$ cat src/rtl/elastic_fifo_buffer_pkg.sv
// Shared constants and helpers for the elastic datapath modules.
// Both the PE and router instantiations take their FIFO depth from here, so they always agree.
package elastic_fifo_buffer_pkg;

    localparam int DATA_WIDTH         = 32;
    localparam int ELASTIC_FIFO_DEPTH = 2;

    // Wrap by explicit compare so that non-power-of-two depths work.
    function automatic int unsigned ptr_next(input int unsigned ptr, input int unsigned depth);
        return (ptr == depth - 1) ? 0 : ptr + 1;
    endfunction

endpackage

$ cat src/rtl/elastic_fifo_buffer.sv
// Elastic FIFO that registers the selected token and breaks the valid/stop chain.
// All outputs are decoded from registered state only.
module elastic_fifo_buffer
    import elastic_fifo_buffer_pkg::*;
#(
    parameter int DATA_WIDTH  = elastic_fifo_buffer_pkg::DATA_WIDTH,
    parameter int DEPTH       = elastic_fifo_buffer_pkg::ELASTIC_FIFO_DEPTH,
    parameter int COUNT_WIDTH = $clog2(DEPTH + 1)
) (
    input  logic                   clk,
    input  logic                   reset_n,
    input  logic [DATA_WIDTH-1:0]  data_input,
    input  logic                   valid_input,
    output logic                   stop_input,
    output logic [DATA_WIDTH-1:0]  data_output,
    output logic                   valid_output,
    input  logic                   stop_output,
    output logic [COUNT_WIDTH-1:0] count
);

    localparam int PTR_WIDTH = (DEPTH > 1) ? $clog2(DEPTH) : 1;

    logic [PTR_WIDTH-1:0]  write_ptr;
    logic [PTR_WIDTH-1:0]  read_ptr;
    logic [DATA_WIDTH-1:0] mem [DEPTH];
    logic                  push;
    logic                  pop;

    assign stop_input   = (count == COUNT_WIDTH'(DEPTH));
    assign valid_output = (count != '0);
    assign push         = valid_input & ~stop_input;
    assign pop          = valid_output & ~stop_output;
    assign data_output  = mem[read_ptr];

    // Entry 0 is cleared so data_output reads 0 after reset; the rest carry no reset.
    for (genvar i = 0; i < DEPTH; i++) begin : g_entry
        logic [DATA_WIDTH-1:0] word;

        if (i == 0) begin : g_cleared
            always_ff @(posedge clk or negedge reset_n) begin
                if (!reset_n) begin
                    word <= '0;
                end else if (push && (write_ptr == PTR_WIDTH'(i))) begin
                    word <= data_input;
                end
            end
        end else begin : g_plain
            always_ff @(posedge clk) begin
                if (push && (write_ptr == PTR_WIDTH'(i))) begin
                    word <= data_input;
                end
            end
        end

        assign mem[i] = word;
    end

    always_ff @(posedge clk or negedge reset_n) begin
        if (!reset_n) begin
            write_ptr <= '0;
            read_ptr  <= '0;
            count     <= '0;
        end else begin
            if (push) begin
                write_ptr <= PTR_WIDTH'(ptr_next(32'(write_ptr), DEPTH));
            end
            if (pop) begin
                read_ptr <= PTR_WIDTH'(ptr_next(32'(read_ptr), DEPTH));
            end
            case ({push, pop})
                2'b10:   count <= count + 1'b1;
                2'b01:   count <= count - 1'b1;
                default: count <= count;
            endcase
        end
    end

endmodule

$ cat config.mk
export PLATFORM = sky130hd
export DESIGN_NAME = elastic_fifo_buffer
export DESIGN_NICKNAME = d
export VERILOG_FILES = /design/src/rtl/elastic_fifo_buffer_pkg.sv /design/src/rtl/elastic_fifo_buffer.sv
export SDC_FILE = /design/constraint.sdc
export NUM_CORES = 1
export LEC_CHECK = 0
export CAP_MARGIN = 20
export CORE_ASPECT_RATIO = 0.75
export CORE_UTILIZATION = 50
export CTS_CLUSTER_SIZE = 10
export DETAILED_ROUTE_END_ITERATION = 8
export MAX_ROUTING_LAYER = met4
export PLACE_DENSITY = 0.92
export SETUP_SLACK_MARGIN = 0.5
export SLEW_MARGIN = 20
export SYNTH_ARGS = -nofsm -noshare
export SYNTH_HDL_FRONTEND = slang
export SYNTH_SLANG_ARGS = --single-unit
$ cat constraint.sdc
create_clock -name clk -period 5.5 [get_ports clk]
set_input_delay 1.375 -clock clk [delete_from_list [all_inputs] [get_ports clk]]
set_output_delay 1.375 -clock clk [all_outputs]
set_load 0.01 [all_outputs]
==> results.md <==
* Post-detailed-route via-to-cell ratio at between 5 and 6
* Class of the tightest hold or removal check: reg -> reg
* Final setup TNS at 0 ns
* Type of destination of the critical path: primary output
* Number of storage elements in the synthesis netlist at slightly below 70
* Distinct cells, synth at 18
* Top area cells in the synthesized netlist: sky130_fd_sc_hd__edfxtp_1, sky130_fd_sc_hd__dfrtp_1, sky130_fd_sc_hd__mux2_2
* Fraction of synthesized cell area taken by the top area cell type at approximately a third
* Transition time of the tightest slew-check pin at just over 0.8 ns
* Met1 global-route usage at approximately 29%
* Tmin final at between 3 and 4 ns
* I/O Buffers at between 70 and 80
* Root Buffer Master: sky130_fd_sc_hd__clkbuf_8
* Relative slew slack at ~45%
* Number of cells traversed by the worst register-to-register path at 5
* Run status: finished, final reports clean
* Clock slew at the register clock pins of the worst setup and hold paths at ~0.070 ns
* Global placer's final weighted congestion at between 0.6 and 0.7
* Die ar. at a little under 6000 um^2
* Diodes inserted at 0
* Required time worst endpoint at ~4.1 ns
* Share of post-route cells with drive strength above 1 at a little over a third
* Cell taking the most area after synthesis: sky130_fd_sc_hd__edfxtp_1
* Mapped Avg Cell Area at 18.0 um^2
* Number of ports placed on the die boundary at 72
* Global Route met2 Usage at 29.5%
* Largest net degree at the start of global routing at 37
* Endpoint of the worst hold path: g_entry[0].word[24]
* Antenna violations before repair at 0
* Most common cell after layout, fill and taps aside: sky130_fd_sc_hd__clkdlybuf4s50_1
* Core Area at around 5100 um^2
* Multi-input combinational cell area at 831 um^2
* Starting Density at 54.0%
* Starting DRC count in detailed routing at 50
* Share of the clock period used by the worst path after layout at between 60% and 70%
* Post-DR wirelength/cell at approximately 16 um
* Proportion of power drawn by combinational gates at around 42%
* Hold Path Stages at 1
* Maximum operating frequency at between 0.2 and 0.3 GHz
* Overall global routing resource usage at between 20% and 30%
* Post-synthesis cell count at ~150
* Maximum count of clock buffers along a single path at 2
* Critical path startpoint category: flip-flop
* Clock sinks at 68
* Setup CP Type: reg -> out
* Cell area after synthesis at 2750 um^2
* Number of global-route vias before repair at ~1600
* Insertion delay to the later sink of the worst-skew pair at ~0.34 ns
* Sw power at 633 uW
* Chip Height at ~66 um
* CP Max Fanout at 25
* Sequential cell fraction of total power at a little under two fifths
* Clk network pwr share at 20.1%
* Resized cells post-CTS at 0
* Setup violation total in the final timing report at 0
* Worst path arrival time at 2.22 ns
* WL final at between 5000 and 6000 um
* Final hold viol count at 0
* Number of buffers inserted to repair setup after CTS at 0
* Wire length of the first global-routing pass at 8380 um
* Synthesized Nets at between 150 and 200
* Switching Share at between 20% and 30%
* Width of the die at 87.6 um
* Largest voltage drop on the vdd net at between 400 and 500 uV
* Cell row count at 22
* HPWL after detailed placement at between 3000 and 4000 um
* Smallest setup slack after layout at between 1.5 and 2 ns
* Power per cell area at 594 nW/um^2
* Setup Skew at a little under 0.007 ns
* R2r setup slk at around 3.8 ns
* RR Endpoint: g_entry[0].word[21]
* Static power due to leakage at about 0.0014 uW
* Internal power summed over all cells at about 1600 uW
* Fin nets at about 270
* First-pass DRT Iterations at 6
* Global-route met3 utilization at 8.24%
* Sequential element share of the synthesized area at 67.7%
* Count of max-cap constraint violations at 0
* Post-route antenna net violation count at 0
* Clock buffer count from CTS at 9
* Area added between synthesis and finish at 35.8%
* CP Launch Point: read_ptr
* Setup slack after placement at 2.26 ns
* Detailed-route via count at between 1500 and 2000
* Worst hold path startpoint: g_entry[0].word[24]
* Number of warnings issued by yosys at 0
* Total of fill cells in the finished design at about 340
* Maximum level of the CTS H-tree at 3
* Reg-to-reg critical path startpoint: count[0]
* Total DRC errors in the routed layout at 0
* CTS tree: built
* Commonest non-fill, non-tap cells in the layout: sky130_fd_sc_hd__clkdlybuf4s50_1, sky130_fd_sc_hd__mux2_2, sky130_fd_sc_hd__dfrtp_1
* Final global-route overflow total at 0
* Unrepaired setup endpoints after global routing: false
* Combined flip-flop and latch cell area at ~1900 um^2
* Count of hold buffers inserted by post-cts repair at 0
* Grt peak-use layer: met2
* Max-slew violation total from the final report at 0
==> cells by family (layout without fill, tap and decap cells) <==
kind of cell / Yosys count / in the layout / synth area share (%)
DFF: 68 / 68 / 67.7
muxes: 64 / 64 / 26.2
buffers and inverters: 8 / 91 / 2.05
and+or+nand+nor: 7 / 7 / 1.96
xor gates and xnor gates: 5 / 5 / 1.59
adders and majority gates: 1 / 1 / 0.455
==> sequential cells by signal (all words and copies together), names as in the netlist <==
register / count
write_ptr: 1
read_ptr: 1
count: 2
g_entry.word: 64
==> worst max-delay path, stage by stage, from the launching register on <==
cell,delay (ns)
sky130_fd_sc_hd__dfrtp_1,0.58
sky130_fd_sc_hd__buf_4,0.41
sky130_fd_sc_hd__mux2_2,0.40
sky130_fd_sc_hd__clkdlybuf4s50_1,0.49
==> synth_stat cells <==
library cell,count
sky130_fd_sc_hd__nor3b_4,1
sky130_fd_sc_hd__xor2_1,2
sky130_fd_sc_hd__dfrtp_1,36
sky130_fd_sc_hd__inv_2,1
sky130_fd_sc_hd__xnor2_1,3
sky130_fd_sc_hd__mux2_1,4
sky130_fd_sc_hd__nand2b_2,1
sky130_fd_sc_hd__buf_2,3
sky130_fd_sc_hd__nor2_1,1
sky130_fd_sc_hd__ha_1,1
sky130_fd_sc_hd__mux2_2,60
sky130_fd_sc_hd__buf_6,3
sky130_fd_sc_hd__and3_1,1
sky130_fd_sc_hd__edfxtp_1,32
sky130_fd_sc_hd__clkbuf_1,1
sky130_fd_sc_hd__nand2_1,1
sky130_fd_sc_hd__nor2b_1,1
sky130_fd_sc_hd__or2_2,1
==> worst max path at each step <==
| stage | end | slack [ns] | depth (start not counted) |
|---|---|---|---|
| 2_1_floorplan | g_entry[1].word[0] | 2.91 | 1 |
| 3_3_place_gp | data_output[28] | 2.34 | 3 |
| 3_5_place_dp | data_output[2] | 2.26 | 3 |
| 4_1_cts | data_output[2] | 1.88 | 3 |
| 5_1_grt | data_output[2] | 1.77 | 3 |
| 6_report | data_output[2] | 1.91 | 3 |
==> per-stage QoR <==
stage | cell area (um^2) | total power, uW | hold WS, ns | cells | utilization [%]
after floorplan | 2750 | 1360 | 0.454 | 153 | -
after global placement | 3510 | 1760 | 0.465 | 292 | 69.0
after detailed placement | 3510 | 1780 | 0.471 | 292 | 69.0
after CTS | 3730 | 2240 | 0.495 | 308 | 73.3
after global routing | 3730 | 2350 | 0.524 | 308 | 73.3
final | 3730 | 2220 | 0.487 | 308 | 73.3
==> routing by layer <==
metal  vias up  wire length, um
met5         -                0
met4         0               21
met3         3              342
met2        61             2190
met1       787             2490
li1        720                -
==> power by group through the flow <==
stage	Clock [uW]	Sequential [uW]	Combinational, uW
final	445	834	938
after global routing	483	862	1000
after CTS	455	836	951
after detailed placement	0	841	942
after global placement	0	837	923
after floorplan	0	807	554
==> area by class of cell <==
| class | count | share of cell area [%] |
|---|---|---|
| multi-input cells | 77 | 22.3 |
| well taps | 72 | 2.41 |
| flip-flops and latches | 68 | 49.9 |
| repair buffers | 74 | 19.5 |
| clock buffers | 12 | 3.89 |
| inverters | 1 | 0.101 |
| clock inverters | 4 | 1.98 |
Power figures use the tool's default switching activity.
